<file path="config.mk">
export PLATFORM = sky130hd
export DESIGN_NAME = logic_capture
export DESIGN_NICKNAME = d
export VERILOG_FILES = /design/src/rtl/logic_capture.sv
export SDC_FILE = /design/constraint.sdc
export NUM_CORES = 1
export LEC_CHECK = 0
export ABC_AREA = 1
export BUFFER_PORTS_ARGS = -buffer_cell sky130_fd_sc_hd__buf_2
export CORE_AREA = 8 8 349 351
export CTS_CLUSTER_SIZE = 20
export DETAILED_ROUTE_END_ITERATION = 8
export DIE_AREA = 0 0 357 359
export PLACE_DENSITY = 0.39
export SLEW_MARGIN = 40
export SYNTH_ARGS = -nofsm -noshare
export SYNTH_HDL_FRONTEND = slang
export SYNTH_SLANG_ARGS = --single-unit
export TNS_END_PERCENT = 100
</file>
<file path="constraint.sdc">
create_clock -name clk -period 2.65 [get_ports clk]
set_input_delay 0.265 -clock clk [delete_from_list [all_inputs] [get_ports clk]]
set_output_delay 0.265 -clock clk [all_outputs]
set_load 0.005 [all_outputs]
</file>
<file path="src/rtl/logic_capture.sv">
// Logic-analyzer capture engine: divided sample tick, 8-stage sequential trigger, sample stream out.
// Optional per-channel edge matching is enabled by defining LOGIC_CAPTURE_EDGE_TRIG_EN.
module logic_capture #(
  parameter int size    = 32,
  parameter int max_div = 32,
  parameter int saddr_w = 24
) (
  input  logic                       clk,
  input  logic                       reset,
  input  logic [$clog2(max_div)-1:0] ckdiv,
  input  logic [size-1:0]            dinput,
  input  logic                       arm,
  input  logic                       abort,
  output logic                       armed,
  output logic                       triggered,
  output logic                       done,
  output logic                       ready,
  output logic                       overrun,
  output logic [size-1:0]            tdata,
  output logic                       tvalid,
  input  logic                       tready,
  input  logic [size-1:0]            trig_level1_mask,
  input  logic [size-1:0]            trig_level1_type,
  input  logic [size-1:0]            trig_level1_level,
  input  logic [size-1:0]            trig_level2_mask,
  input  logic [size-1:0]            trig_level2_type,
  input  logic [size-1:0]            trig_level2_level,
  input  logic [size-1:0]            trig_level3_mask,
  input  logic [size-1:0]            trig_level3_type,
  input  logic [size-1:0]            trig_level3_level,
  input  logic [size-1:0]            trig_level4_mask,
  input  logic [size-1:0]            trig_level4_type,
  input  logic [size-1:0]            trig_level4_level,
  input  logic [size-1:0]            trig_level5_mask,
  input  logic [size-1:0]            trig_level5_type,
  input  logic [size-1:0]            trig_level5_level,
  input  logic [size-1:0]            trig_level6_mask,
  input  logic [size-1:0]            trig_level6_type,
  input  logic [size-1:0]            trig_level6_level,
  input  logic [size-1:0]            trig_level7_mask,
  input  logic [size-1:0]            trig_level7_type,
  input  logic [size-1:0]            trig_level7_level,
  input  logic [size-1:0]            trig_level8_mask,
  input  logic [size-1:0]            trig_level8_type,
  input  logic [size-1:0]            trig_level8_level,
  input  logic [saddr_w-1:0]         post_trigger_count,
  input  logic [saddr_w-1:0]         buffer_size,
  output logic [saddr_w-1:0]         trigger_pos
);

  localparam int DIV_W = $clog2(max_div);
  localparam logic [saddr_w-1:0] ONE_A = saddr_w'(1);
  localparam logic [DIV_W-1:0]   ONE_D = DIV_W'(1);

  // One-hot so the status outputs come straight off state flops.
  typedef enum logic [3:0] {
    S_IDLE  = 4'b0001,
    S_ARMED = 4'b0010,
    S_TRIG  = 4'b0100,
    S_DONE  = 4'b1000
  } state_e;

  state_e state_q, state_d;

  logic [size-1:0] mask [8];
  logic [size-1:0] typ  [8];
  logic [size-1:0] lvl  [8];
  logic [size-1:0] chan_ok [8];

  assign mask = '{trig_level1_mask, trig_level2_mask, trig_level3_mask, trig_level4_mask,
                  trig_level5_mask, trig_level6_mask, trig_level7_mask, trig_level8_mask};
  assign typ  = '{trig_level1_type, trig_level2_type, trig_level3_type, trig_level4_type,
                  trig_level5_type, trig_level6_type, trig_level7_type, trig_level8_type};
  assign lvl  = '{trig_level1_level, trig_level2_level, trig_level3_level, trig_level4_level,
                  trig_level5_level, trig_level6_level, trig_level7_level, trig_level8_level};

  logic [DIV_W-1:0]   div_q, div_d;
  logic [saddr_w-1:0] idx_q, idx_d;
  logic [saddr_w-1:0] pc_q, pc_d;
  logic [saddr_w-1:0] tpos_q, tpos_d;
  logic [2:0]         stage_q, stage_d;
  logic [size-1:0]    tdata_q, tdata_d;
  logic               tvalid_q, tvalid_d;
  logic               overrun_q, overrun_d;

  logic       running, tick, abort_act, arm_act, sample_en, push;
  logic       any_cfg, fire, post_hit, post_last;
  logic [2:0] last_stage;
  logic [7:0] stage_match;

  assign running   = (state_q == S_ARMED) || (state_q == S_TRIG);
  assign tick      = running && (div_q == '0);
  assign abort_act = abort && running;
  assign arm_act   = arm && ((state_q == S_IDLE) || (state_q == S_DONE));
  assign sample_en = tick && !abort_act;
  assign post_hit  = pc_q >= post_trigger_count;
  assign post_last = (pc_q + ONE_A) == post_trigger_count;
  assign push      = sample_en && !((state_q == S_TRIG) && post_hit);

`ifdef LOGIC_CAPTURE_EDGE_TRIG_EN
  logic [size-1:0] prev_q;
  logic            prev_vld_q;

  always_ff @(posedge clk) begin
    if (!reset) begin
      prev_q     <= '0;
      prev_vld_q <= 1'b0;
    end else if (arm_act) begin
      prev_vld_q <= 1'b0;
    end else if (sample_en) begin
      prev_q     <= dinput;
      prev_vld_q <= 1'b1;
    end
  end

  // Edge channels never match until a reference sample exists for this run.
  always_comb begin
    for (int s = 0; s < 8; s++) begin
      chan_ok[s] = (~typ[s] & ~(dinput ^ lvl[s]))
                 | (typ[s] & ((lvl[s] & ~prev_q & dinput) | (~lvl[s] & prev_q & ~dinput))
                           & {size{prev_vld_q}});
    end
  end
`else
  logic unused_type;
  assign unused_type = ^{typ[0], typ[1], typ[2], typ[3], typ[4], typ[5], typ[6], typ[7]};

  always_comb begin
    for (int s = 0; s < 8; s++) begin
      chan_ok[s] = ~(dinput ^ lvl[s]);
    end
  end
`endif

  // Unconfigured stages have an empty mask and so match vacuously (pass-through).
  always_comb begin
    last_stage = '0;
    any_cfg    = 1'b0;
    for (int s = 0; s < 8; s++) begin
      stage_match[s] = &(~mask[s] | chan_ok[s]);
      if (|mask[s]) begin
        last_stage = 3'(s);
        any_cfg    = 1'b1;
      end
    end
  end

  assign fire = sample_en && (state_q == S_ARMED) && stage_match[stage_q]
             && (!any_cfg || (stage_q == last_stage));

  always_ff @(posedge clk) begin
    if (!reset) state_q <= S_IDLE;
    else        state_q <= state_d;
  end

  always_comb begin
    state_d = state_q;
    unique case (state_q)
      S_IDLE, S_DONE: if (arm) state_d = S_ARMED;
      S_ARMED: begin
        if (abort)     state_d = S_IDLE;
        else if (fire) state_d = S_TRIG;
      end
      S_TRIG: begin
        if (abort)                               state_d = S_IDLE;
        else if (tick && (post_hit || post_last)) state_d = S_DONE;
      end
      default: state_d = S_IDLE;
    endcase
  end

  always_comb begin
    ready     = state_q[0];
    armed     = state_q[1];
    triggered = state_q[2];
    done      = state_q[3];
  end

  always_comb begin
    div_d     = div_q;
    idx_d     = idx_q;
    pc_d      = pc_q;
    tpos_d    = tpos_q;
    stage_d   = stage_q;
    tdata_d   = tdata_q;
    tvalid_d  = tvalid_q && !tready;
    overrun_d = overrun_q;
    if (arm_act) begin
      div_d     = '0;
      idx_d     = '0;
      pc_d      = '0;
      tpos_d    = '0;
      stage_d   = '0;
      overrun_d = 1'b0;
    end
    if (running && !abort_act) div_d = (div_q == ckdiv) ? '0 : div_q + ONE_D;
    if (sample_en) idx_d = (idx_q == buffer_size - ONE_A) ? '0 : idx_q + ONE_A;
    if (sample_en && (state_q == S_ARMED) && stage_match[stage_q] && !fire) stage_d = stage_q + 3'd1;
    if (fire) begin
      tpos_d = idx_q;
      pc_d   = '0;
    end
    if (sample_en && (state_q == S_TRIG) && !post_hit) pc_d = pc_q + ONE_A;
    if (push) begin
      tdata_d  = dinput;
      tvalid_d = 1'b1;
      if (tvalid_q && !tready) overrun_d = 1'b1;
    end
    if (abort_act) tvalid_d = 1'b0;
  end

  always_ff @(posedge clk) begin
    if (!reset) begin
      div_q     <= '0;
      idx_q     <= '0;
      pc_q      <= '0;
      tpos_q    <= '0;
      stage_q   <= '0;
      tdata_q   <= '0;
      tvalid_q  <= 1'b0;
      overrun_q <= 1'b0;
    end else begin
      div_q     <= div_d;
      idx_q     <= idx_d;
      pc_q      <= pc_d;
      tpos_q    <= tpos_d;
      stage_q   <= stage_d;
      tdata_q   <= tdata_d;
      tvalid_q  <= tvalid_d;
      overrun_q <= overrun_d;
    end
  end

  assign tdata       = tdata_q;
  assign tvalid      = tvalid_q;
  assign overrun     = overrun_q;
  assign trigger_pos = tpos_q;

endmodule

</file>
==> results.py <==
metrics = {
    "synth": {
        "synth_fp_nets": 3447,
        "synth_cell_type_count": 46,
        "ys.flop_type": "dfxtp_1",
        "yosysWarnings": 0,
        "ys_ff_latch": 118,
        "synth_area_leader_cell": "nand2_1",
        "async_reset_ff_frac": 0,
        "ys_top_cells_by_area": "nand2_1 (21%), dfxtp_1 (17%), nor2_1 (12%)",
        "synth-edff-count": 0,
        "syn_area_mm2": 0.0139,
        "avgSynthCellArea_um2": 5.44,
        "synth_top_area_frac": 0.214,
        "synth_seq_area_share": 0.170,
        "synthCells": 2559,
    },
    "power_and_ir_drop": {
        "leakage_nw": 11.4,
        "p_per_area_mw_per_mm2": 340,
        "clkPwrFrac": 0.327,
        "combPwrFrac": 0.429,
        "vdd_drop_max_v": 0.000486,
        "intPower_w": 0.00462,
        "pwr-share-seq": 0.244,
        "p_sw_w": 0.00320,
        "switching_share": 0.410,
    },
    "route": {
        "wl_per_cell_um": 23.9,
        "vias": 19794,
        "first_pass_iters": 5,
        "ant_nets": 0,
        "routed_wl_um": 121000,
        "vias_per_cell": 3.92,
        "drt_iter0_markers": 1224,
        "drc_errors": 0,
    },
    "place": {
        "place_congestion": 0.910,
        "io_buffers": 663,
        "hpwl_um": 108000,
        "dp_cells": 4994,
    },
    "grt": {
        "antenna_found_initial": 47,
        "grt_max_degree": 49,
        "grt_pass1_vias": 19784,
        "grt_first_pass_wirelength_um": 159000,
        "grt_remaining_overflow": 0,
        "grtUsageTotal": 0.180,
    },
    "critical_path": {
        "crit_type": "reg -> reg",
        "crit_start": "pc_q[13]$_SDFFE_PN0P_",
        "start_kind": "register",
        "crit_fanout": 12,
        "endpoint_kind": "register",
        "cp.required_ns": 3.03,
        "critical_path.cell_chain": "ha_1 -> nand4_1 -> buf_4 -> o221ai_4 -> nand2_1 -> nand3_2 -> a21oi_4 -> buf_4 -> or2_4 -> inv_2 -> nor2_4 -> buf_12 -> clkbuf_16 -> nor2_1 -> nor2_1",
        "critical_path_arrival_ns": 2.93,
        "critPathSlowestCell": "dfxtp_1",
        "cpPeakStageDelay_ns": 0.32,
        "r2r_start": "pc_q[13]$_SDFFE_PN0P_",
    },
    "final_layout": {
        "drive_above_1_share": 0.347,
        "syn_to_final_growth_pct": 65.4,
        "nFillCells": 13627,
        "final_cells": 5050,
        "fin_nets": 4375,
    },
    "clocking": {
        "clockBufferDepth": 2,
        "cts_root_buf": "clkbuf_16",
        "cts_tree": "built",
        "cts_buffers": 17,
        "insertion_delay_ns": 0.49,
        "cts_hold_buf": 0,
        "cts.sinks": 118,
        "clkTransAtPathRegs_ns": 0.07,
        "htreeDepth": 4,
    },
    "floorplanning": {
        "rows": 126,
        "coreArea_mm2": 0.117,
        "ioPinCount": 920,
        "die_h_um": 359,
        "die_w_um": 357,
        "die-area_mm2": 0.128,
        "start_util": 0.119,
    },
    "sta": {
        "fin_crit_ns": 2.56,
        "drv_slew": 0,
        "holdWs_ns": 0.168,
        "slew_headroom": 0.448,
        "final-hold-violation-count": 0,
        "setup_violations": 0,
        "rsz0062_at_grt": "yes",
        "min_period_over_period": 0.964,
        "fmax_ghz": 0.391,
        "tns_ns": 0,
        "tightestPinTransition_ns": 0.821,
        "clock-skew-final_ns": 0.0237,
    },
    "hold_path": {
        "hold_start": "tready",
        "hp-class": "in -> reg",
    },
    "flow_run": {
        "cap_violations": 0,
    },
    "status": {
        "outcome": "finished clean",
    },
}
## critical path, delay by kind of cell (launching register included)
kind / cells / cell delay, ns
buf+inv: 5 / 0.75
flops: 1 / 0.32
simple gates: 7 / 0.83
compound gates: 2 / 0.23
fa+ha+maj: 1 / 0.30
## area by class of cell
| type | count | area, µm² | area share |
|---|---|---|---|
| flip-flops and latches | 118 | 2370 | 0.103 |
| repair buffers | 997 | 6860 | 0.298 |
| inverters | 252 | 946 | 0.0411 |
| well taps | 1536 | 1920 | 0.0835 |
| multi-input cells | 2101 | 10300 | 0.447 |
| clock inverters | 13 | 145 | 0.00631 |
| diodes | 14 | 35.0 | 0.00152 |
| clock buffers | 19 | 443 | 0.0193 |
## routing by layer
layer  global-route usage  part of all wire
met1                0.214              0.41
met2                0.324              0.49
met3               0.0468             0.080
met4               0.0348             0.021
met5                    0            0.0016
## sequential cells by signal, indices dropped and copies added, names as in the netlist
name / count
tvalid: 1
idx_q: 24
stage_q: 3
pc_q: 24
div_q: 5
overrun: 1
trigger_pos: 24
tdata: 32
state_q: 4
## cell families (layout without fill, tap and decap cells)
kind of cell	count (synthesis)	count (layout)	share of synthesized area
adder cells (fa/ha/maj)	30	30	0.0270
buffers and inverters	340	1281	0.105
AO/OA/AOI/OAI	223	223	0.0839
XOR/XNOR	107	107	0.0694
flip-flops	118	118	0.170
AND/OR/NAND/NOR	1741	1741	0.545
other	0	14	0
## synth_stat cells, types with 10 or more instances
library cell and number:
buf_6 10, nor2_1 427, nor3_1 18, buf_2 13, nand4_1 46, xor2_1 83
clkbuf_1 33, o21ai_0 82, xnor2_1 22, inv_1 248, ha_1 30, nand2_1 793
dfxtp_1 118, nand3_1 278, nand3b_1 21, a21oi_1 121, buf_4 25, or2_2 103
nor4_1 11
## placed cells by master (no fill, tap or decap), types with 6 or more instances in the layout
master	synthesis	routed
dfxtp_1	118	114
nand2_1	793	790
inv_2	4	6
buf_2	13	663
or2_2	103	102
a21oi_1	121	120
o21ai_0	82	81
nand2_2	8	9
buf_4	25	251
nor2_4	6	10
nor2_2	9	27
clkbuf_16	0	19
xor2_1	83	83
nor3_1	18	16
nand4_1	46	46
nand3b_1	21	21
diode_2	0	14
nor4_1	11	9
xnor2_1	22	21
nor2_1	427	405
nand3_1	278	277
inv_1	248	246
ha_1	30	28
buf_12	0	79
## worst paths after layout
check / cells after the start / to / slack [ns]
max: 15 / tdata[19]$_SDFFE_PN0P_ / 0.09
min: 4 / overrun$_SDFF_PN0_ / 0.17
max reg2reg: 15 / tdata[19]$_SDFFE_PN0P_ / 0.09
min reg2reg: 2 / div_q[3]$_SDFFE_PN0P_ / 0.47
## per-stage QoR
stage	instance area (µm²)	util	setup WS (ns)	power, W
after global placement	22100	0.189	-0.637	0.00527
after detailed placement	22100	0.189	-0.617	0.00528
after floorplan	13900	-	0.482	0.00310
final	23000	0.197	0.0949	0.00782
after global routing	23000	0.197	-0.0187	0.00832
after CTS	22700	0.194	0.00692	0.00796
## power by group through the flow
stage	registers (W)	logic, W	clock network, W
global route	0.00191	0.00366	0.00274
floorplan	0.00194	0.00116	0
finish	0.00191	0.00336	0.00256
detailed placement	0.00194	0.00334	0
global placement	0.00194	0.00333	0
CTS	0.00190	0.00336	0.00270
## timing repair
action | CTS | global route
buffers inserted | 1 | 7
pin swaps | 1 | 10
endpoints found under the hold margin | 0 | 0
gates resized for setup | 3 | 51
endpoints found under the setup margin | 71 | 83
cloned | 0 | 2
(Power assumes the default switching activity.)
